===== config.mk =====
export PLATFORM = sky130hd
export DESIGN_NAME = mux_rr_stream_flat
export DESIGN_NICKNAME = d
export VERILOG_FILES = /design/src/rtl/mux_rr_stream_if.sv /design/src/rtl/mux_rr_stream.sv /design/src/flat_wrapper.sv
export SDC_FILE = /design/constraint.sdc
export NUM_CORES = 1
export LEC_CHECK = 0
export ABC_AREA = 1
export BUFFER_PORTS_ARGS = -buffer_cell sky130_fd_sc_hd__buf_2
export CORE_MARGIN = 1
export CORE_UTILIZATION = 30
export CTS_CLUSTER_SIZE = 16
export DETAILED_ROUTE_END_ITERATION = 7
export PLACE_DENSITY = 0.61
export SYNTH_ARGS = -nofsm -noshare
export SYNTH_HDL_FRONTEND = slang
export SYNTH_SLANG_ARGS = --single-unit

===== constraint.sdc =====
create_clock -name clk -period 2.8 [get_ports clk]
set_input_delay 0.56 -clock clk [delete_from_list [all_inputs] [get_ports clk]]
set_output_delay 0.56 -clock clk [all_outputs]
set_load 0.05 [all_outputs]

===== src/rtl/mux_rr_stream_if.sv =====
// mux_rr_stream_if: stream bundle for mux_rr_stream (in_last/out_last present with MUX_RR_STREAM_LAST_EN)
interface mux_rr_stream_if #(
  parameter int N = 4,
  parameter int W = 8
);
  localparam int SEL_W = (N > 1) ? $clog2(N) : 1;
  logic [N-1:0] in_valid;
  logic [N*W-1:0] in_data;
  logic [N-1:0] in_ready;
  logic out_valid;
  logic [W-1:0] out_data;
  logic [SEL_W-1:0] out_sel;
  logic out_ready;
`ifdef MUX_RR_STREAM_LAST_EN
  logic [N-1:0] in_last;
  logic out_last;
  modport slave (input in_valid, in_data, in_last, out_ready, output in_ready, out_valid, out_data, out_sel, out_last);
  modport master (output in_valid, in_data, in_last, out_ready, input in_ready, out_valid, out_data, out_sel, out_last);
`else
  modport slave (input in_valid, in_data, out_ready, output in_ready, out_valid, out_data, out_sel);
  modport master (output in_valid, in_data, out_ready, input in_ready, out_valid, out_data, out_sel);
`endif
endinterface


===== src/rtl/mux_rr_stream.sv =====
// mux_rr_stream: N-channel registered round-robin stream mux; MUX_RR_STREAM_LAST_EN adds packet locking
module mux_rr_stream #(
  parameter int N = 4,
  parameter int W = 8
) (
  input logic clk,
  input logic rst,
  mux_rr_stream_if.slave bus
);
  localparam int SEL_W = (N > 1) ? $clog2(N) : 1;
  logic [SEL_W-1:0] ptr, grant, sel_q, nxt;
  logic [SEL_W:0] idx;
  logic [N-1:0] req;
  logic [W-1:0] data_q;
  logic valid_q, found, load;
`ifdef MUX_RR_STREAM_LAST_EN
  logic lock, last_q;
  logic [SEL_W-1:0] lock_ch;
  assign req = lock ? (bus.in_valid & (N'(1) << lock_ch)) : bus.in_valid;
  assign bus.out_last = last_q;
`else
  assign req = bus.in_valid;
`endif
  assign load = !valid_q || bus.out_ready;
  assign nxt = (grant == SEL_W'(N - 1)) ? '0 : grant + 1'b1;
  assign bus.out_valid = valid_q;
  assign bus.out_data = data_q;
  assign bus.out_sel = sel_q;
  // first requester scanning ptr upward with explicit wrap at N
  always_comb begin
    found = 1'b0;
    grant = '0;
    idx = '0;
    for (int k = 0; k < N; k++) begin
      idx = {1'b0, ptr} + (SEL_W + 1)'(k);
      idx = (idx >= (SEL_W + 1)'(N)) ? idx - (SEL_W + 1)'(N) : idx;
      if (!found && req[idx[SEL_W-1:0]]) begin
        found = 1'b1;
        grant = idx[SEL_W-1:0];
      end
    end
    bus.in_ready = (load && found && !rst) ? (N'(1) << grant) : '0;
  end
  // output register, rr pointer and packet lock
  always_ff @(posedge clk or posedge rst) begin
    if (rst) begin
      valid_q <= 1'b0;
      data_q <= '0;
      sel_q <= '0;
      ptr <= '0;
`ifdef MUX_RR_STREAM_LAST_EN
      lock <= 1'b0;
      lock_ch <= '0;
      last_q <= 1'b0;
`endif
    end else if (load) begin
      valid_q <= found;
      if (found) begin
        data_q <= bus.in_data[int'(grant)*W +: W];
        sel_q <= grant;
`ifdef MUX_RR_STREAM_LAST_EN
        last_q <= bus.in_last[grant];
        lock <= !bus.in_last[grant];
        lock_ch <= grant;
        ptr <= bus.in_last[grant] ? nxt : ptr;
`else
        ptr <= nxt;
`endif
      end
    end
  end
endmodule


===== src/flat_wrapper.sv =====
// flat-port wrapper written by rule: the top's interface ports become plain ports
module mux_rr_stream_flat 
#(
  parameter int N = 4,
  parameter int W = 8
)
  (clk, rst, bus_in_valid, bus_in_data, bus_out_ready, bus_in_ready, bus_out_valid, bus_out_data, bus_out_sel);
  mux_rr_stream_if #(.N(N), .W(W)) bus_i ();
  input logic clk;
  input logic rst;
  input wire logic [$bits(bus_i.in_valid)-1:0] bus_in_valid;
  input wire logic [$bits(bus_i.in_data)-1:0] bus_in_data;
  input wire logic [$bits(bus_i.out_ready)-1:0] bus_out_ready;
  output wire logic [$bits(bus_i.in_ready)-1:0] bus_in_ready;
  output wire logic [$bits(bus_i.out_valid)-1:0] bus_out_valid;
  output wire logic [$bits(bus_i.out_data)-1:0] bus_out_data;
  output wire logic [$bits(bus_i.out_sel)-1:0] bus_out_sel;
  assign bus_i.in_valid = bus_in_valid;
  assign bus_i.in_data = bus_in_data;
  assign bus_i.out_ready = bus_out_ready;
  assign bus_in_ready = bus_i.in_ready;
  assign bus_out_valid = bus_i.out_valid;
  assign bus_out_data = bus_i.out_data;
  assign bus_out_sel = bus_i.out_sel;
  mux_rr_stream #(.N(N), .W(W)) u_core (.clk(clk), .rst(rst), .bus(bus_i));
endmodule

==> metrics.yaml, run 1 <==
synthesis:
  synth_fa_ha_area_share_pct: 4.23
  synthXorXnorAreaFrac_pct: 0
  yosysSeqAreaShare_pct: 27.5
  synthesis.nets: 248
  yosys-mux-area-fraction_pct: 0
  postSynthAreaPerCell_um2: 5.77
  synth_top_family_by_area: "simple AND/OR/NAND/NOR gates"
  yosysWarnings: 0
  netlist_instances: 205
  yosysUniqueCellTypes: 18
  netlist_area_um2: 1180
  synth_compound_area_share_pct: 2.12
  synthSimpleGateAreaFrac_pct: 54.0
  synth.ff_latch_count: 13
cts:
  numCtsBuffers: 3
  clock_path_buffers: 2
  clock_sinks: 13
  worstSkewPairLatency_ps: 240
  cts_tree: "built"
  clk_pin_slew_worst_paths_ps: 50
  cts-root-buf: "clkbuf_8"
  htreeDepth: 1
global_route:
  grt_max_degree: 14
  grt_pass1_vias: 1219
  grt_usage_pct: 15.4
  antenna_found_initial: 0
  grt_first_pass_wirelength_um: 5020
  grt-ovfl-total: 0
sta:
  postLayoutSetupSlackWorst_ps: 140
  fin_crit_sh_pct: 95.0
  max_freq_ghz: 0.376
  tightest_slew_ps: 309
  hold_viol_final: 0
  worst_clock_skew_ps: 0.946
  period_needed_ps: 2660
  slew_viol_final: 0
  grt_setup_unrepaired: "false"
  setup_viol: 0
  finalSetupTns_ps: 0
  relSlewSlack_pct: 79.3
worst_setup_path:
  cp-start-kind: "flop"
  end_kind: "output port"
  crit_arrival_ps: 2100
  critPathKind: "reg2out"
  worstPathMaxFanout: 5
  required_ps: 2240
layout:
  multiInputGateArea_um2: 763
  fill_cells: 425
  layout-drive-gt1-share_pct: 35.7
  diodes: 0
  stdcell_area_um2: 1700
  layout.area.seq_um2: 327
  finalNonFillerCells: 320
  area_growth_syn_to_layout_pct: 44.1
  fin_nets: 316
routing:
  wl_um: 3160
  drt_iter0_drc: 21
  antenna_left: 0
  drc: 0
  vias: 1375
  drtPass1Iterations: 4
  wl_per_cell_um: 9.88
  via_per_inst: 4.30
die:
  fp.dieH_um: 64.8
  initial_core_util_pct: 31.8
  rows: 22
  coreArea_um2: 3720
  ioPinCount: 54
  die_area_um2: 4200
  die_x_um: 64.8
outcome:
  status: "finished, final reports clean"
place:
  dp_hpwl_um: 2340
  dp_cells: 309
  postPlaceCellArea_um2: 1530
  gp_congestion: 0.894
  pre_cts_ws_ps: 102
  numPortBuffers: 53
job:
  drv_cap: 0
min_path:
  hold_path.class: "in2async"
final timing paths:
path | from | endpoint | slack [ps] | depth (start not counted)
worst max-delay path | u_core.ptr[0]$_DFFE_PP0P_ | bus_in_ready[2] | 140 | 14
worst min-delay path | rst | u_core.bus.out_data[2]$_DFFE_PP0P_ | 350 | 3
worst max register to register | u_core.ptr[0]$_DFFE_PP0P_ | u_core.bus.out_data[4]$_DFFE_PP0P_ | 820 | 15
worst min register to register | u_core.bus.out_data[4]$_DFFE_PP0P_ | u_core.bus.out_data[4]$_DFFE_PP0P_ | 470 | 2
max in group asynchronous | rst | u_core.ptr[0]$_DFFE_PP0P_ | 2270 | 3
min in group clk | u_core.bus.out_data[4]$_DFFE_PP0P_ | u_core.bus.out_data[4]$_DFFE_PP0P_ | 470 | 2
routing by layer:
| metal | track usage, % | part of all wire, % |
|---|---|---|
| met5 | 0 | 0 |
| met4 | 5.00 | 1.3 |
| met3 | 2.82 | 3.4 |
| met2 | 28.4 | 48 |
| met1 | 17.5 | 47 |
kinds of logic (layout without fill, tap and decap cells):
group / count (synthesis) / count (layout)
simple gates: 152 / 152
compound gates: 5 / 5
fa+ha+maj: 4 / 4
flops: 13 / 13
buf+inv: 31 / 98
placed cells by master (no fill, tap or decap), drive strengths merged:
cell / Yosys / layout
dfrtp: 13 / 13
nand3: 26 / 26
ha: 4 / 4
nand4: 1 / 1
nor2: 9 / 9
o21ai: 5 / 5
buf: 5 / 68
clkbuf: 0 / 4
nand2: 116 / 116
inv: 26 / 26
cell type report:
| class | count | share of cell area [%] |
|---|---|---|
| sequential | 13 | 19.2 |
| timing repair buffer | 68 | 23.9 |
| inverter | 26 | 6.02 |
| clock buffer | 4 | 2.64 |
| tap | 48 | 3.52 |
| multi-input combinational | 161 | 44.8 |
state kept, by name, indices dropped and copies added (netlist names):
name / count
u_core.ptr: 2
u_core.bus.out_data: 8
u_core.bus.out_sel: 2
u_core.bus.out_valid: 1
Yosys cell counts:
master | n | area [um^2]
inv_2 | 4 | 15.0
nor2_2 | 1 | 6.26
buf_6 | 3 | 33.8
o21ai_0 | 2 | 10.0
buf_2 | 1 | 5.00
inv_1 | 22 | 82.6
nand3_2 | 1 | 10.0
buf_4 | 1 | 7.51
nand4_1 | 1 | 6.26
dfrtp_1 | 13 | 325
nand3_1 | 24 | 120
nor2_1 | 7 | 26.3
nand2_2 | 2 | 12.5
ha_1 | 4 | 50.1
nand3_4 | 1 | 17.5
nor2_4 | 1 | 11.3
nand2_1 | 114 | 428
o21ai_1 | 3 | 15.0
per-stage QoR:
step / hold WS (ps) / utilization, %
floorplan: 445 / -
global placement: 458 / 41.1
detailed placement: 461 / 41.1
CTS: 330 / 42.4
global route: 363 / 45.9
finish: 349 / 45.9
what timing repair did:
action | 4_1_cts | 5_1_grt
hold buffers | 0 | 0
cloned | 0 | 1
resized for setup | 1 | 31
setup buffers | 0 | 6
pin swaps | 0 | 9
setup endpoints to repair | 4 | 4
hold endpoints to repair | 0 | 0
critical path, stage by stage, from the launching register on:
cell     delay, ps
dfrtp_2        440
buf_6          140
nand2_1         70
nand2_2         80
nand2_2         80
nand2_2         70
nor2_4         170
nand3_2         90
nand3_2        100
nand2_4         70
inv_2           90
ha_2           160
inv_1           40
nor2_2          80
buf_6          160
Power of run 1 is left out: the tool's default activity adds up to more than one toggle a clock period on the data nets, which glitch-free logic cannot reach.
==> run 2, diff against run 1 <==
CORE_MARGIN = default   (was 1)
PLACE_DENSITY = 0.63   (was 0.61)
clock period = 2.2 ns   (was 2.8 ns; I/O delays follow)
==> run 2 against run 1 <==
The flow now finishes with violations (setup timing). Design area is 17% higher. Sequential share of layout area shrank 2.8 points. Utilization increased by 8.0 points. Critical path type unchanged. Critical endpoint is now bus_in_ready[3].
==> metrics.yaml, run 2 (synthesized netlist as in run 1, its figures left out) <==
layout:
  layout-drive-gt1-share_pct: 48.8
  fin_nets: 335
  layout.area.seq_um2: 328
  final_common_cell: "nand2_1"
  area_growth_syn_to_layout_pct: 69.3
  stdcell_area_um2: 2000
  largest_reg_flops: 8
  layout_common_cells: "nand2_1 (92), buf_2 (49), buf_4 (30)"
  fill_cells: 375
  diodes: 0
  multiInputGateArea_um2: 903
global_route:
  grt-ovfl-total: 0
  grt_max_degree: 14
  grt_pass1_vias: 1369
  antenna_found_initial: 0
  grt_usage_pct: 17.3
  grt_first_pass_wirelength_um: 5740
job:
  drv_cap: 0
routing:
  wl_per_cell_um: 10.5
  drc: 0
  drt_iter0_drc: 34
  via_per_inst: 4.29
  drtPass1Iterations: 4
  wl_um: 3540
  vias: 1456
  antenna_left: 0
min_path:
  hold_path.class: "in2async"
place:
  gp_congestion: 0.847
  postPlaceCellArea_um2: 1740
  dp_hpwl_um: 2560
  numPortBuffers: 53
  pre_cts_ws_ps: -189
worst_setup_path:
  worstPathMaxFanout: 5
  critPathKind: "reg2out"
  end_kind: "output port"
  cp-start-kind: "flop"
  r2r_cells: 15
  crit_arrival_ps: 2070
  required_ps: 1760
sta:
  grt_setup_unrepaired: "true"
  period_needed_ps: 2510
  finalSetupTns_ps: -1230
  max_freq_ghz: 0.398
  setup_viol: 4
  tightest_slew_ps: 252
  worst_clock_skew_ps: 0.396
  relSlewSlack_pct: 83.1
  fin_crit_sh_pct: 114
  hold_viol_final: 0
  slew_viol_final: 0
  postLayoutSetupSlackWorst_ps: -311
cts:
  htreeDepth: 1
  clk_pin_slew_worst_paths_ps: 50
  numCtsBuffers: 3
  clock_sinks: 13
  cts_tree: "built"
  clock_path_buffers: 2
  worstSkewPairLatency_ps: 240
  postCtsHoldBufs: 0
  cts-root-buf: "clkbuf_8"
outcome:
  violations: "setup timing"
  status: "complete, but fails checks"
die:
  ioPinCount: 54
  initial_core_util_pct: 31.8
  coreArea_um2: 3720
  fp.dieH_um: 64.8
  die_x_um: 64.8
  die_area_um2: 4200
  rows: 22
==> run 2: cell types whose count changed in the layout (fill, tap and decap cells not counted), moves of 2 or more <==
cell,previous run,this run
nor2_2,5,1
buf_4,14,30
ha_4,0,4
ha_1,3,0
inv_2,4,6
nand2_1,108,92
nand3_1,22,20
nand2_2,7,20
nand3_2,2,4
nand2_4,1,4
inv_1,20,17
nor2_4,1,6
==> run 2: what timing repair did <==
item / 4_1_cts / 5_1_grt
buffers inserted: 6 / 1
pin swaps: 11 / 10
resized for setup: 27 / 19
cloned: 1 / 0
endpoints found under the setup margin: 4 / 12
==> run 2: cell type report <==
cell class,count,share of cell area [%]
multi-input cells,161,45.1
repair buffers,86,27.6
flip-flops and latches,13,16.4
inverters,26,5.25
well taps,48,3.00
clock buffers,4,2.25
repair inverters,1,0.375
==> run 2: final timing paths <==
path	end	slack, ps	start
max in group asynchronous	u_core.ptr[1]$_DFFE_PP0P_	1760	rst
min reg2reg	u_core.bus.out_data[6]$_DFFE_PP0P_	480	u_core.bus.out_data[6]$_DFFE_PP0P_
min	u_core.bus.out_data[6]$_DFFE_PP0P_	270	rst
max	bus_in_ready[3]	-310	u_core.ptr[0]$_DFFE_PP0P_
max reg2reg	u_core.bus.out_data[6]$_DFFE_PP0P_	130	u_core.ptr[0]$_DFFE_PP0P_
min in group clk	u_core.bus.out_valid$_DFFE_PP0P_	460	bus_out_ready
==> run 2: worst max-delay path, cell delays in order, from the launching register on <==
cell and delay, ps:
dfrtp_2 460, buf_6 140, nand2_2 60, nand2_4 70, nand2_2 80, nand2_2 70, nor2_4 170, nand4_1 160
nand2_4 170, inv_4 60, ha_4 160, inv_4 50, nor2_4 30, buf_8 140
==> run 2: stage by stage <==
stage / util, % / instances / hold WS [ps]
after floorplan: - / 205 / 333
after global placement: 46.9 / 327 / 463
after detailed placement: 46.9 / 327 / 461
after CTS: 52.1 / 338 / 277
after global routing: 53.9 / 339 / 291
final: 53.9 / 339 / 267
==> run 2: layer usage <==
metal	wire length [um]	GRT usage [%]
met1	1710	22.5
met2	1650	29.3
met3	139	1.76
met4	44	6.11
met5	0	0
Power of run 2 is left out for the same reason.
